[config.mk]
export PLATFORM = sky130hd
export DESIGN_NAME = mips_alu
export DESIGN_NICKNAME = d
export VERILOG_FILES = /design/src/rtl/mips_alu.sv
export SDC_FILE = /design/constraint.sdc
export NUM_CORES = 1
export LEC_CHECK = 0
export BUFFER_PORTS_ARGS = -buffer_cell sky130_fd_sc_hd__clkbuf_2
export CAP_MARGIN = 20
export CORE_MARGIN = 2
export CORE_UTILIZATION = 68
export DETAILED_ROUTE_END_ITERATION = 8
export PLACE_DENSITY = 0.89
export SYNTH_ARGS = -nofsm -noshare
export SYNTH_HDL_FRONTEND = slang
export SYNTH_SLANG_ARGS = --single-unit
[constraint.sdc]
create_clock -name clk -period 0.9 [get_ports clk]
set_clock_uncertainty 0.1 [all_clocks]
set_input_delay 0.135 -clock clk [delete_from_list [all_inputs] [get_ports clk]]
set_output_delay 0.135 -clock clk [all_outputs]
set_load 0.02 [all_outputs]
[src/rtl/mips_alu.sv]
// Execute-stage MIPS ALU: arithmetic, logic, compare, shift and LUI with status flags.
// Every output is registered, so a result appears one clock after its operands and opcode.
module mips_alu #(
  parameter int WIDTH = 32
) (
  input  logic             clk,
  input  logic             rst_n,
  input  logic [WIDTH-1:0] a,
  input  logic [WIDTH-1:0] b,
  input  logic [5:0]       aluc,
  output logic [WIDTH-1:0] r,
  output logic             zero,
  output logic             carry,
  output logic             negative,
  output logic             overflow,
  output logic             flag
);

  localparam logic [5:0] OP_ADD  = 6'b100000;
  localparam logic [5:0] OP_ADDU = 6'b100001;
  localparam logic [5:0] OP_SUB  = 6'b100010;
  localparam logic [5:0] OP_SUBU = 6'b100011;
  localparam logic [5:0] OP_AND  = 6'b100100;
  localparam logic [5:0] OP_OR   = 6'b100101;
  localparam logic [5:0] OP_XOR  = 6'b100110;
  localparam logic [5:0] OP_NOR  = 6'b100111;
  localparam logic [5:0] OP_SLT  = 6'b101010;
  localparam logic [5:0] OP_SLTU = 6'b101011;
  localparam logic [5:0] OP_SLL  = 6'b000000;
  localparam logic [5:0] OP_SRL  = 6'b000010;
  localparam logic [5:0] OP_SRA  = 6'b000011;
  localparam logic [5:0] OP_SLLV = 6'b000100;
  localparam logic [5:0] OP_SRLV = 6'b000110;
  localparam logic [5:0] OP_SRAV = 6'b000111;
  localparam logic [5:0] OP_JR   = 6'b001000;
  localparam logic [5:0] OP_LUI  = 6'b001111;

  logic [4:0]       shamt;
  logic [WIDTH:0]   sum;
  logic [WIDTH:0]   diff;
  logic [WIDTH:0]   shlExt;
  logic [WIDTH:0]   shrExt;
  logic [WIDTH:0]   sraExt;
  logic             sltSigned;

  logic [WIDTH-1:0] r_d, r_q;
  logic             zero_d, zero_q;
  logic             carry_d, carry_q;
  logic             negative_d, negative_q;
  logic             overflow_d, overflow_q;
  logic             flag_d, flag_q;

  assign shamt     = a[4:0];
  assign sum       = {1'b0, a} + {1'b0, b};
  assign diff      = {1'b0, a} - {1'b0, b};
  assign sltSigned = $signed(a) < $signed(b);

  // Shifts run on a one-bit-extended copy of b so the last bit shifted out lands in the
  // extension bit; with a zero shift amount that bit stays 0, giving carry=0 for free.
  assign shlExt = {1'b0, b} << shamt;
  assign shrExt = {b, 1'b0} >> shamt;
  assign sraExt = $signed({b, 1'b0}) >>> shamt;

  always_comb begin
    r_d        = '0;
    carry_d    = 1'b0;
    overflow_d = 1'b0;
    flag_d     = 1'b0;
    unique case (aluc)
      OP_ADD: begin
        r_d        = sum[WIDTH-1:0];
        overflow_d = (a[WIDTH-1] == b[WIDTH-1]) && (sum[WIDTH-1] != a[WIDTH-1]);
      end
      OP_ADDU: begin
        r_d     = sum[WIDTH-1:0];
        carry_d = sum[WIDTH];
      end
      OP_SUB: begin
        r_d        = diff[WIDTH-1:0];
        overflow_d = (a[WIDTH-1] != b[WIDTH-1]) && (diff[WIDTH-1] != a[WIDTH-1]);
      end
      OP_SUBU: begin
        r_d     = diff[WIDTH-1:0];
        carry_d = diff[WIDTH];
      end
      OP_AND: r_d = a & b;
      OP_OR:  r_d = a | b;
      OP_XOR: r_d = a ^ b;
      OP_NOR: r_d = ~(a | b);
      OP_SLT: begin
        r_d    = {{(WIDTH-1){1'b0}}, sltSigned};
        flag_d = sltSigned;
      end
      OP_SLTU: begin
        r_d     = {{(WIDTH-1){1'b0}}, diff[WIDTH]};
        flag_d  = diff[WIDTH];
        carry_d = diff[WIDTH];
      end
      OP_SLL, OP_SLLV: begin
        r_d     = shlExt[WIDTH-1:0];
        carry_d = shlExt[WIDTH];
      end
      OP_SRL, OP_SRLV: begin
        r_d     = shrExt[WIDTH:1];
        carry_d = shrExt[0];
      end
      OP_SRA, OP_SRAV: begin
        r_d     = sraExt[WIDTH:1];
        carry_d = sraExt[0];
      end
      OP_JR:  r_d = a;
      OP_LUI: r_d = {b[15:0], {(WIDTH-16){1'b0}}};
      default: r_d = '0;
    endcase
    zero_d     = (r_d == '0);
    negative_d = r_d[WIDTH-1];
  end

  always_ff @(posedge clk or negedge rst_n) begin
    if (!rst_n) begin
      r_q        <= '0;
      zero_q     <= 1'b0;
      carry_q    <= 1'b0;
      negative_q <= 1'b0;
      overflow_q <= 1'b0;
      flag_q     <= 1'b0;
    end else begin
      r_q        <= r_d;
      zero_q     <= zero_d;
      carry_q    <= carry_d;
      negative_q <= negative_d;
      overflow_q <= overflow_d;
      flag_q     <= flag_d;
    end
  end

  assign r        = r_q;
  assign zero     = zero_q;
  assign carry    = carry_q;
  assign negative = negative_q;
  assign overflow = overflow_q;
  assign flag     = flag_q;

endmodule

==> summary by stage, run 1 <==
Yosys
The gate count after technology mapping is 1,706. The XOR/XNOR share of the synthesized area is 3.77%. When the netlist entered floorplanning its net count stood at 1,880. Summing the areas of all fa, ha and maj instances in the mapped netlist gives 10.3% of the synthesized area. Summing every instance area after synthesis gives 12,600 sq um. The register area share after synthesis is 7.17%.

The proportion of synthesized flip-flops having asynchronous set or reset is 100%. The share of cell area taken by muxes after synthesis is 18.3%. For this run, the number of Yosys warnings is 0. The most common flop cell mapped by yosys is sky130_fd_sc_hd__dfrtp_1. The simple-gate portion of the synthesized area is 22.2%. The largest family of logic cells by synthesized area is compound AO/OA/AOI/OAI gates. The count of flip-flops with a built-in enable after synthesis is 0. Averaged over all synthesized cells, the footprint is 7.36 sq um. The synthesized netlist devotes 29.3% of its cell area to compound gates. In this run, synthesis produced a sequential element count of 36. The unique cell type count in the Yosys netlist is 91.

Floorplan
The top-level I/O count is 109. The initialized floorplan defines 49 standard-cell rows. The x dimension of the die is 140 um. The overall die height is 140 um. The initial utilization of the core area, before any placement, comes to 69.7%.

Placement
The count of buffers added on input and output ports is 108. The routability congestion estimate is 1.39.

Outcome
The first error in the log reads "[ERROR DPL-0038] Utilization greater than 100%, impossible to legalize". The step where the flow halted is detailed placement. The flow did not finish.
logic make-up after synthesis:
family                   Yosys count
adder cells (fa/ha/maj)          102
multiplexers                     158
AO/OA/AOI/OAI                    521
buffers and inverters            267
flip-flops                        36
XOR/XNOR                          54
AND/OR/NAND/NOR                  568
per-stage QoR:
step / worst slack (ns) / cell area [sq um] / TNS [ns] / cells
after floorplan: -2.77 / 13100 / -60.84 / 1706
after global placement: -2.84 / 18200 / -70.91 / 2547
cells in the mapped netlist, types with 44 or more instances:
cell | number | area share, %
sky130_fd_sc_hd__a211oi_1 | 44 | 2.6
sky130_fd_sc_hd__a21oi_1 | 103 | 4.1
sky130_fd_sc_hd__buf_2 | 47 | 1.9
sky130_fd_sc_hd__clkbuf_1 | 84 | 2.5
sky130_fd_sc_hd__ha_1 | 100 | 10
sky130_fd_sc_hd__inv_1 | 100 | 3.0
sky130_fd_sc_hd__mux2i_1 | 75 | 6.0
sky130_fd_sc_hd__mux4_2 | 52 | 9.3
sky130_fd_sc_hd__nand2_1 | 127 | 3.8
sky130_fd_sc_hd__nand3_1 | 55 | 2.2
sky130_fd_sc_hd__nor2_1 | 157 | 4.7
sky130_fd_sc_hd__nor3_1 | 53 | 2.1
sky130_fd_sc_hd__o21ai_0 | 81 | 3.2
==> run 2, diff against run 1 <==
CORE_UTILIZATION = 40   (was 68)
PLACE_DENSITY = unset   (was 0.89)
PLACE_DENSITY_LB_ADDON = 0.15   (was unset)
==> run 2 against run 1 <==
Against the previous run:
- the flow now finishes, with violations (negative setup slack)
- area after synthesis did not move
- synthesized cell count is the same
==> summary by stage, run 2 <==
Worst setup path
The worst setup path is captured at a register. The largest single stage delay on the critical path is 0.56 ns. The type of element launching the critical path is an input pin. The maximum fanout along the worst path is 5. The data arrival time of the critical path is 3.56 ns.

The required time at the endpoint of the critical path is 1.01 ns. The signal on the critical path passes through buf_8, buf_12, mux4_2, a211oi_2, buf_4, o32a_1, nand3_1, a211o_1, a221o_1, or4bb_4, nor4_4, buf_4, nand2_1, nor4_2. In this design, the critical path's most frequently occurring cell is sky130_fd_sc_hd__buf_4. The worst-path cell with the longest stage delay is sky130_fd_sc_hd__mux4_2. The worst setup path is of the input pin to register kind.

STA
The total setup violations reported at the end of the flow is 73. For the final routed database, the setup TNS stands at -62.33 ns. The number of hold violations in the final report is 0. Setup repair after global routing could not meet its margin everywhere. The slew at the pin with the worst max-slew slack is 0.734 ns. The final worst slack is -2.55 ns. The normalized max-slew margin is 50.8%. The max-slew violation count is 0. The maximum clock rate is 290 MHz.

The final critical-path required period is 3.45 ns. Dividing the final minimum period by the clock period gives 384%.

Floorplan
The number of cell rows is 64 (+31%). The area of the core region is 30,700 sq um. The effective utilization at floorplan is 40.8% (-29 points). The overall die height came to 181 um (+30%). The die area is 32,800 sq um. The top-level I/O count is 109 (unchanged). The x dimension of the die was 181 um (+30%).

Cells and area
Cells fill 75.6% of the core in the end. The multi-input gate area in the final layout is 12,800 sq um. The signed area change from the synthesized netlist to the final layout is 85.1%. The final instance area is 23,200 sq um.

Summing all flip-flop and latch instances after layout gives 901 sq um. In the layout the commonest cells are sky130_fd_sc_hd__buf_4 (763), sky130_fd_sc_hd__nor2_1 (137), sky130_fd_sc_hd__buf_6 (114). The total number of nets in the final design is 2,713. The library cell used most frequently in the layout, excluding fill and tap cells, is sky130_fd_sc_hd__buf_4. The fill cell instance count of the final layout is 2,263. The ratio of cells with drive above 1 in the final layout is 56.1%. The number of flip-flops in the largest register is 31.

Placement
The placed instance area is 19,100 sq um. The routability congestion estimate came to 1.11 (-20%). The total half-perimeter wirelength after legalization and detailed placement is 64,300 um. The number of input and output port buffers inserted was 108 (unchanged).

Yosys
The total nets after synthesis came to 1,880 (unchanged). The most area-hungry cell type in the Yosys netlist is sky130_fd_sc_hd__ha_1. The count of flip-flops with a built-in enable after synthesis came to 0 (unchanged). Ranked by total cell area, the synthesized netlist is headed by sky130_fd_sc_hd__ha_1 (10%), sky130_fd_sc_hd__mux4_2 (9.3%), sky130_fd_sc_hd__dfrtp_1 (7.2%), sky130_fd_sc_hd__mux2i_1 (6.0%), sky130_fd_sc_hd__nor2_1 (4.7%). The register bit total from synthesis is 36 (unchanged). The library cell with the highest instance count after synthesis is sky130_fd_sc_hd__nor2_1. The most common flop cell mapped by yosys is sky130_fd_sc_hd__dfrtp_1.

Sorting the synthesized cells by how often they occur yields sky130_fd_sc_hd__nor2_1 (157), sky130_fd_sc_hd__nand2_1 (127), sky130_fd_sc_hd__a21oi_1 (103). The unique cell type count in the Yosys netlist is 91 (unchanged). The synthesized area per cell is 7.36 sq um (unchanged). The register area share after synthesis is 7.17% (unchanged). The proportion of synthesized flip-flops having asynchronous set or reset was 100% (unchanged). The cell area after synthesis is 12,600 sq um (unchanged). The total of warnings raised by yosys is 0 (unchanged). The gate count after technology mapping was 1,706 (unchanged). The area share of the largest cell type after synthesis is 9.96% (unchanged).

Worst hold path
The worst min-delay path category is input pin to register.

CTS
After clock tree synthesis, the clock-pin slew on the worst setup and hold paths is 0.06 ns. The buffer levels on the longest clock path is 2. The root buffer cell chosen for the clock tree is sky130_fd_sc_hd__clkbuf_16. TritonCTS built the clock tree.

The total number of clock tree sinks is 36. The number of buffers inserted during clock tree synthesis is 5. The H-tree generated during clock tree synthesis spans 2 levels.

GRT
After global routing the overflow that remains totals 0. The number of antenna violations at the first check in global routing was 2. The via count of the first global-routing pass came to 19,200. Entering global routing, the biggest net connects 38 pins. The first-pass GRT wire length is 120,000 um.

The total track usage is 48.7%.

Power and ir drop
The total power is 18.5 mW. The worst ir drop on vdd is 0.000645 V. Power spread over the standard cell area amounts to 795 nW/um^2. For this design the static power due to leakage is 10.5 nW.

Run
The max-cap violation count is 0.

Outcome
The flow ran to the end, but the final reports show violations. The checks that failed: negative setup slack.

Drt
The first detailed-routing pass took 7 iterations. For this block, the routed nets add up to 83,600 um of wire. In the routed layout, each cell is associated on average with a via count of 6.68. The per-cell routed wire length is 28.5 um.

In the routed design, unresolved DRC markers number 0. In this run the remaining antenna-violating nets after routing total 0. The initial DRC count is 2,816. Summing over every cut layer, the via total after detailed routing is 19,600.
-- run 2: cell families after synthesis --
| group | after synthesis | synth area share [%] |
|---|---|---|
| AOI/OAI and AO/OA | 521 | 29.3 |
| xor gates and xnor gates | 54 | 3.77 |
| adders and majority gates | 102 | 10.3 |
| buffers and inverters | 267 | 8.99 |
| DFF | 36 | 7.17 |
| muxes | 158 | 18.3 |
| and+or+nand+nor | 568 | 22.2 |
-- run 2: timing repair --
action	in CTS	in global routing
endpoints found under the setup margin	73	73
pin swaps	102	99
cloned	5	0
gates resized for setup	391	310
hold buffers	1	0
buffers inserted	88	60
hold endpoints to repair	36	0
-- run 2: per-stage QoR --
| stage | instances | worst slack, ns | hold WS [ns] |
|---|---|---|---|
| 2_1_floorplan | 1706 | -2.77 | -0.261 |
| 3_3_place_gp | 2795 | -3.38 | 0.0199 |
| 3_5_place_dp | 2795 | -3.35 | 0.0229 |
| 4_1_cts | 2889 | -2.46 | 0.169 |
| 5_1_grt | 2936 | -2.59 | 0.172 |
| 6_report | 2937 | -2.55 | 0.161 |
-- run 2: area by class of cell --
type | count | share of cell area [%]
sequential | 36 | 3.88
inverter | 103 | 1.94
clock buffer | 6 | 0.597
clock inverter | 2 | 0.0431
multi-input combinational | 1403 | 55.0
timing repair buffer | 990 | 36.4
antenna | 1 | 0.0108
tap | 396 | 2.13
-- run 2: layer usage --
layer  vias to the layer above  part of all wire, %  routed length, um  global-route usage, %
met4                         2                  8.3               6960                   32.0
met3                       510                   12              10400                   13.0
met2                      1644                   43              35700                   75.3
met1                      9333                   36              30500                   59.4
li1                       8125                    -                  -                      -
met5                         -                0.063                 53                      0
-- run 2: critical path, delay by kind of cell --
family / cells / cell delay (ns)
buf+inv: 4 / 0.55
simple gates: 5 / 1.09
compound gates: 4 / 1.21
mux: 1 / 0.56
-- run 2: final timing paths --
| path | from | endpoint | slack (ns) | cells past startpoint |
|---|---|---|---|---|
| worst min-delay path | aluc[4] | overflow$_DFF_PN0_ | 0.16 | 4 |
| worst max-delay path | b[5] | zero$_DFF_PN0_ | -2.55 | 14 |
| min in group asynchronous | rst_n | r[9]$_DFF_PN0_ | 0.23 | 3 |
| max in group asynchronous | rst_n | r[26]$_DFF_PN0_ | 0.26 | 3 |
-- run 2: power breakdown --
group	internal (mW)	switching (mW)	leakage (nW)
logic	7.05	7.69	9.94
clock network	1.09	0.795	0.0766
registers	1.76	0.0722	0.479
total	9.91	8.56	10.5
Power figures use the tool's default switching activity.
